==> src/rtl/tlb_rw.sv <==
// Writable fully associative TLB: registered lookup, handshaked fill, single-page
// invalidate, one-entry-per-cycle flush walk and round-robin replacement.
module tlb_rw #(
  parameter int NUM_ENTRIES = 8,
  parameter int IDX_W       = 3,
  parameter int VPN_W       = 20,
  parameter int PTE_W       = 24
) (
  input  logic             CLK,
  input  logic             RST,
  input  logic             LOOKUP_V,
  input  logic [VPN_W-1:0] LOOKUP_VPN,
  output logic             RESULT_V,
  output logic             HIT,
  output logic [PTE_W-1:0] HIT_PTE,
  output logic [IDX_W-1:0] HIT_IDX,
  input  logic             FILL_V,
  input  logic [VPN_W-1:0] FILL_VPN,
  input  logic [PTE_W-1:0] FILL_PTE,
  output logic             FILL_READY,
  input  logic             INV_V,
  input  logic [VPN_W-1:0] INV_VPN,
  input  logic             FLUSH,
  output logic             BUSY
);

  localparam logic [0:0]       IDLE     = 1'b0;
  localparam logic [0:0]       FLUSHING = 1'b1;
  localparam logic [IDX_W-1:0] LAST_IDX = IDX_W'(NUM_ENTRIES - 1);

  logic [NUM_ENTRIES-1:0] valid_q, valid_d;
  logic [VPN_W-1:0]       tag_mem_q [NUM_ENTRIES];
  logic [PTE_W-1:0]       pte_mem_q [NUM_ENTRIES];
  logic [0:0]             state_q, state_d;
  logic [IDX_W-1:0]       cnt_q, cnt_d;
  logic [IDX_W-1:0]       ptr_q, ptr_d;

  logic                   result_v_q;
  logic                   hit_q;
  logic [PTE_W-1:0]       hit_pte_q;
  logic [IDX_W-1:0]       hit_idx_q;

  logic [NUM_ENTRIES-1:0] lk_match_s, inv_match_s, fill_match_s;
  logic                   lk_hit_s;
  logic [IDX_W-1:0]       lk_idx_s, inv_idx_s, fill_idx_s, free_idx_s;
  logic                   wr_en_s;
  logic [IDX_W-1:0]       wr_idx_s;

  // Matches are one-hot in practice; the encoder still resolves to the lowest index.
  function automatic logic [IDX_W-1:0] lowest_idx(input logic [NUM_ENTRIES-1:0] vec);
    logic [IDX_W-1:0] idx;
    idx = '0;
    for (int i = NUM_ENTRIES - 1; i >= 0; i--) begin
      if (vec[i]) begin
        idx = IDX_W'(i);
      end
    end
    return idx;
  endfunction

  always_comb begin
    for (int i = 0; i < NUM_ENTRIES; i++) begin
      lk_match_s[i]   = valid_q[i] && (tag_mem_q[i] == LOOKUP_VPN);
      inv_match_s[i]  = valid_q[i] && (tag_mem_q[i] == INV_VPN);
      fill_match_s[i] = valid_q[i] && (tag_mem_q[i] == FILL_VPN);
    end
  end

  assign lk_hit_s   = (state_q == IDLE) && (|lk_match_s);
  assign lk_idx_s   = lowest_idx(lk_match_s);
  assign inv_idx_s  = lowest_idx(inv_match_s);
  assign fill_idx_s = lowest_idx(fill_match_s);
  assign free_idx_s = lowest_idx(~valid_q);

  assign FILL_READY = (state_q == IDLE) && !FLUSH && !INV_V;

  // Control next state: FLUSH beats INV_V beats FILL while idle.
  always_comb begin
    valid_d  = valid_q;
    state_d  = state_q;
    cnt_d    = cnt_q;
    ptr_d    = ptr_q;
    wr_en_s  = 1'b0;
    wr_idx_s = '0;
    case (state_q)
      IDLE: begin
        if (FLUSH) begin
          state_d = FLUSHING;
          cnt_d   = '0;
        end else if (INV_V) begin
          if (|inv_match_s) begin
            valid_d[inv_idx_s] = 1'b0;
          end
        end else if (FILL_V) begin
          wr_en_s = 1'b1;
          if (|fill_match_s) begin
            wr_idx_s = fill_idx_s;
          end else if (!(&valid_q)) begin
            wr_idx_s = free_idx_s;
          end else begin
            wr_idx_s = ptr_q;
            ptr_d    = ptr_q + IDX_W'(1);
          end
          valid_d[wr_idx_s] = 1'b1;
        end
      end
      FLUSHING: begin
        valid_d[cnt_q] = 1'b0;
        cnt_d          = cnt_q + IDX_W'(1);
        if (cnt_q == LAST_IDX) begin
          state_d = IDLE;
          ptr_d   = '0;
        end
      end
      default: begin
        state_d = IDLE;
      end
    endcase
  end

  always_ff @(posedge CLK or posedge RST) begin
    if (RST) begin
      valid_q <= '0;
      state_q <= IDLE;
      cnt_q   <= '0;
      ptr_q   <= '0;
    end else begin
      valid_q <= valid_d;
      state_q <= state_d;
      cnt_q   <= cnt_d;
      ptr_q   <= ptr_d;
    end
  end

  // Tags and payloads carry no reset; valid bits alone qualify them.
  always_ff @(posedge CLK) begin
    if (wr_en_s) begin
      tag_mem_q[wr_idx_s] <= FILL_VPN;
      pte_mem_q[wr_idx_s] <= FILL_PTE;
    end
  end

  always_ff @(posedge CLK or posedge RST) begin
    if (RST) begin
      result_v_q <= 1'b0;
      hit_q      <= 1'b0;
      hit_pte_q  <= '0;
      hit_idx_q  <= '0;
    end else begin
      result_v_q <= LOOKUP_V;
      if (LOOKUP_V) begin
        hit_q     <= lk_hit_s;
        hit_pte_q <= lk_hit_s ? pte_mem_q[lk_idx_s] : '0;
        hit_idx_q <= lk_hit_s ? lk_idx_s : '0;
      end
    end
  end

  assign RESULT_V = result_v_q;
  assign HIT      = hit_q;
  assign HIT_PTE  = hit_pte_q;
  assign HIT_IDX  = hit_idx_q;
  assign BUSY     = (state_q == FLUSHING);

endmodule

==> config.mk <==
export PLATFORM = sky130hd
export DESIGN_NAME = tlb_rw
export DESIGN_NICKNAME = d
export VERILOG_FILES = /design/src/rtl/tlb_rw.sv
export SDC_FILE = /design/constraint.sdc
export NUM_CORES = 1
export LEC_CHECK = 0
export ABC_AREA = 1
export ABC_CLOCK_PERIOD_IN_PS = 5200
export CAP_MARGIN = 10
export CORE_MARGIN = 2
export CORE_UTILIZATION = 31
export CTS_BUF_LIST = sky130_fd_sc_hd__clkbuf_2 sky130_fd_sc_hd__clkbuf_4 sky130_fd_sc_hd__clkbuf_8
export CTS_CLUSTER_SIZE = 28
export DETAILED_ROUTE_END_ITERATION = 10
export GPL_TIMING_DRIVEN = 0
export PLACE_DENSITY = 0.58
export SYNTH_ARGS = -nofsm -noshare
export SYNTH_HDL_FRONTEND = slang
export SYNTH_SLANG_ARGS = --single-unit
==> constraint.sdc <==
create_clock -name CLK -period 5.2 [get_ports CLK]
set_clock_uncertainty 0.15 [all_clocks]
set_input_delay 1.04 -clock CLK [delete_from_list [all_inputs] [get_ports CLK]]
set_output_delay 1.04 -clock CLK [all_outputs]
set_load 0.005 [all_outputs]
==> impl_metrics.yaml <==
route:
  drc_errors: 0
  drtPass1Iterations: 6
  drt_iter0_drc: 2442
  wire_per_inst_um: 31.38
  wirelength_um: 121500
  viasPerCell: 5.653
  vias: 21880
  drtAntennaViolNets: 0
run:
  cap_violations: 0
synthesis:
  async_flop_share_pct: 11.11
  syn_inst: 2656
  ys_seq_area_share_pct: 51.72
  synth_seq_cells: 396
  yosysUniqueCellTypes: 45
  synth_nets: 2749
  synth_edf_count: 352
  ys.flop_type: "edfxtp_1"
  synthesis.area_mm2: 0.02257
  avgSynthCellArea_um2: 8.497
  yosysWarnings: 0
finish:
  finish.utilization_pct: 37.40
  drive_above_1_share_pct: 11.00
  fillers: 7512
  multiInputGateArea_mm2: 0.009478
  syn_to_final_growth_pct: 18.87
  fin_cells: 3871
  seq_area_mm2: 0.01167
  fin_nets: 2952
floorplanning:
  ios: 121
  core_mm2: 0.07173
  die_y_um: 273.8
  die_x_um: 273.8
  dieArea_mm2: 0.07497
  std_cell_rows: 98
  start_util_pct: 31.46
global_route:
  grt_remaining_overflow: 0
  gr-usage-all-layers_pct: 32.13
  grt_pass1_vias: 21240
  grt_start_max_net_pins: 30
  antenna_found_initial: 4
  grt_pass1_wl_um: 165200
timing:
  setup_slack_ns: -0.02273
  setup_viol: 12
  period_minus_slack_ns: 5.223
  period_share_pct: 100.4
  rsz0062_at_grt: "false"
  fmax_mhz: 191.5
  report.final.slew_viol_count: 0
  hold_violations: 0
  final.setup.tns_ns: -0.1522
  worst_pin_slew_ns: 1.200
  hold_slack_ns: 0.3297
  relSlewSlack_pct: 19.89
place:
  dpl.hpwl_um: 90650
  place_inst: 3707
  portBuffers: 91
  dpl_worst_slack_ns: -1.353
  place_congestion: 1.037
worst_setup_path:
  ff2ff_path_depth: 13
  path_common_cell: "nand2_1"
  worst_path_largest_cell_delay_ns: 0.77
  crit_start: "FILL_VPN[15]"
  path_class: "in -> reg"
  critPathArrivalTime_ns: 5.42
  worst_setup_path_end_kind: "register"
  cp_top_family: "simple AND/OR/NAND/NOR gates"
  r2r_end: "tag_mem_q[5][10]"
  required_ns: 5.40
  r2r_start: "valid_q[1]"
  path_max_fanout: 10
  crit_chain: "clkdlybuf4s50_1 > buf_2 > inv_1 > o22ai_1 > nor2_1 > nand2_1 > nor2_1 > nand3_1 > nand2_1 > nor2_2 > a21boi_0 > nand2_1 > nand2_1 > nand2_1 > nor2_4 > buf_4"
  reg2reg_slack_ns: 1.20
  start_kind: "primary input"
  crit_buf_inv: 4
  worst_path_max_delay_cell: "clkdlybuf4s50_1"
power:
  leakagePower_nw: 10.80
  ir_drop_mv: 0.1992
  power.density_mw_per_mm2: 294.1
min_path:
  hold_class: "reg -> reg"
  whs_path_depth: 2
  min-delay-start: "HIT_IDX[1]"
  min_to: "HIT_IDX[1]"
clocking:
  clk_pin_slew_worst_paths_ns: 0.06
  cts.sinks: 396
  clk_latency_ns: 0.69
  cts_tree: "built"
  cts_root_buffer: "clkbuf_8"
  clk_path_buf_depth: 3
  h-tree-depth: 3
  cts_buffers: 74
run_status:
  outcome: "finished, violations left"
  violations: "negative setup slack"
==> worst register-to-register path: stages (launching register included) <==
cell and delay (ns):
dfrtp_1 0.68, inv_1 0.33, a21oi_1 0.19, nand3b_1 0.09, nor2_1 0.38, nand3_1 0.30, nand2_1 0.18, nor2_1 0.10
a21boi_0 0.16, nand2_1 0.15, nand2_1 0.17, nand2_1 0.20, nor2_4 0.29, buf_4 0.29
==> cell type report <==
type                    instances  share of cell area, %
diodes                          4                0.03731
plain buffers                 112                  2.388
clock buffers                  87                  4.230
clock inverters                47                  1.595
inverters                     245                  3.484
multi-input cells            1909                  35.33
flip-flops and latches        396                  43.51
well taps                     950                  4.431
repair buffers                121                  4.995
==> cell families after synthesis <==
| kind of cell | count (synthesis) | synth area share, % |
|---|---|---|
| xor gates and xnor gates | 134 | 5.200 |
| adders and majority gates | 3 | 0.1663 |
| AOI/OAI and AO/OA | 268 | 7.091 |
| and+or+nand+nor | 1498 | 28.94 |
| buffers and inverters | 357 | 6.891 |
| DFF | 396 | 51.72 |
==> cells in the final DEF (no fill, tap or decap), drive strengths merged <==
cell type      instances
o22ai                135
edfxtp               352
nor3                  41
dlygate4sd2            1
clkinv                36
nand2                753
nor3b                  4
nand3b                 6
dfrtp                 44
o221ai                 6
a31oi                  7
o2111ai               10
bufinv                 6
and2                   2
nor2                 256
nand4                 85
xnor2                 84
a21oi                 39
buf                  125
clkdlybuf4s50         85
nand3                329
diode                  4
a21boi                 1
o21ai                 64
a211oi                 2
or2                    8
ha                     3
clkbuf               105
o211ai                 3
o21bai                 1
nand2b                 1
clkdlybuf4s15          1
inv                  242
dlymetal6s2s           3
xor2                  50
and3                   1
nor4b                  1
nor4                  17
clkinvlp               8
==> power by group <==
part           switching [mW]  leakage [nW]  internal [mW]
clock                    1.48         0.811           1.78
sequential             0.0734          3.76           3.53
combinational           0.746          6.23          0.281
==> timing repair <==
| item | CTS | global route |
|---|---|---|
| pin swaps | 7 | 1 |
| resized for setup | 13 | 11 |
| endpoints found under the hold margin | 0 | 0 |
| setup endpoints to repair | 350 | 91 |
| gates cloned | 6 | 0 |
| hold buffers | 0 | 0 |
| buffers inserted | 13 | 6 |
==> synthesized netlist by cell type, types with 6 or more instances <==
master / number / area share [%]
a21oi_1: 38 / 0.84
a31oi_1: 7 / 0.19
buf_2: 64 / 1.4
buf_4: 26 / 0.86
clkbuf_1: 17 / 0.28
dfrtp_1: 44 / 4.9
edfxtp_1: 352 / 47
inv_1: 225 / 3.7
inv_2: 15 / 0.25
nand2_1: 746 / 12
nand2_2: 7 / 0.19
nand3_1: 317 / 7.0
nand3_2: 11 / 0.49
nand3b_1: 6 / 0.20
nand4_1: 84 / 2.3
nor2_1: 246 / 4.1
nor3_1: 39 / 0.86
nor4_1: 17 / 0.47
o2111ai_1: 10 / 0.39
o21ai_0: 59 / 1.3
o221ai_1: 6 / 0.23
o22ai_1: 135 / 3.7
or2_2: 7 / 0.19
xnor2_1: 84 / 3.3
xor2_1: 50 / 1.9
==> through the flow <==
stage,total power [mW],instance area [µm²]
5_1_grt,8.154,26820
3_3_place_gp,4.632,24670
3_5_place_dp,4.635,24940
6_report,7.890,26830
4_1_cts,7.896,26710
2_1_floorplan,4.137,22570
==> routing by layer <==
layer / routed length, µm / up-vias / global-route usage, %
met5: 0 / - / 0
met4: 10300 / 0 / 22.94
met3: 9246 / 377 / 4.711
met2: 55740 / 1338 / 51.93
met1: 46180 / 10620 / 39.31
li1: - / 9546 / -
==> flip-flops by register name, summed over array words and instances, names as in the netlist <==
signal     flops
tag_mem_q    160
pte_mem_q    192
valid_q        8
BUSY           1
HIT_PTE       24
HIT            1
RESULT_V       1
HIT_IDX        3
ptr_q          3
cnt_q          3
==> worst max path at each step <==
stage / cells past startpoint / to / slack (ns)
after floorplan: 15 / pte_mem_q[4][0] / 0.28
after global placement: 14 / pte_mem_q[7][15] / -4.58
after detailed placement: 15 / pte_mem_q[7][15] / -1.35
after CTS: 18 / tag_mem_q[0][11] / 0.008
after global routing: 15 / pte_mem_q[3][1] / 0.03
final: 16 / tag_mem_q[5][10] / -0.02
Power figures use the tool's default switching activity.
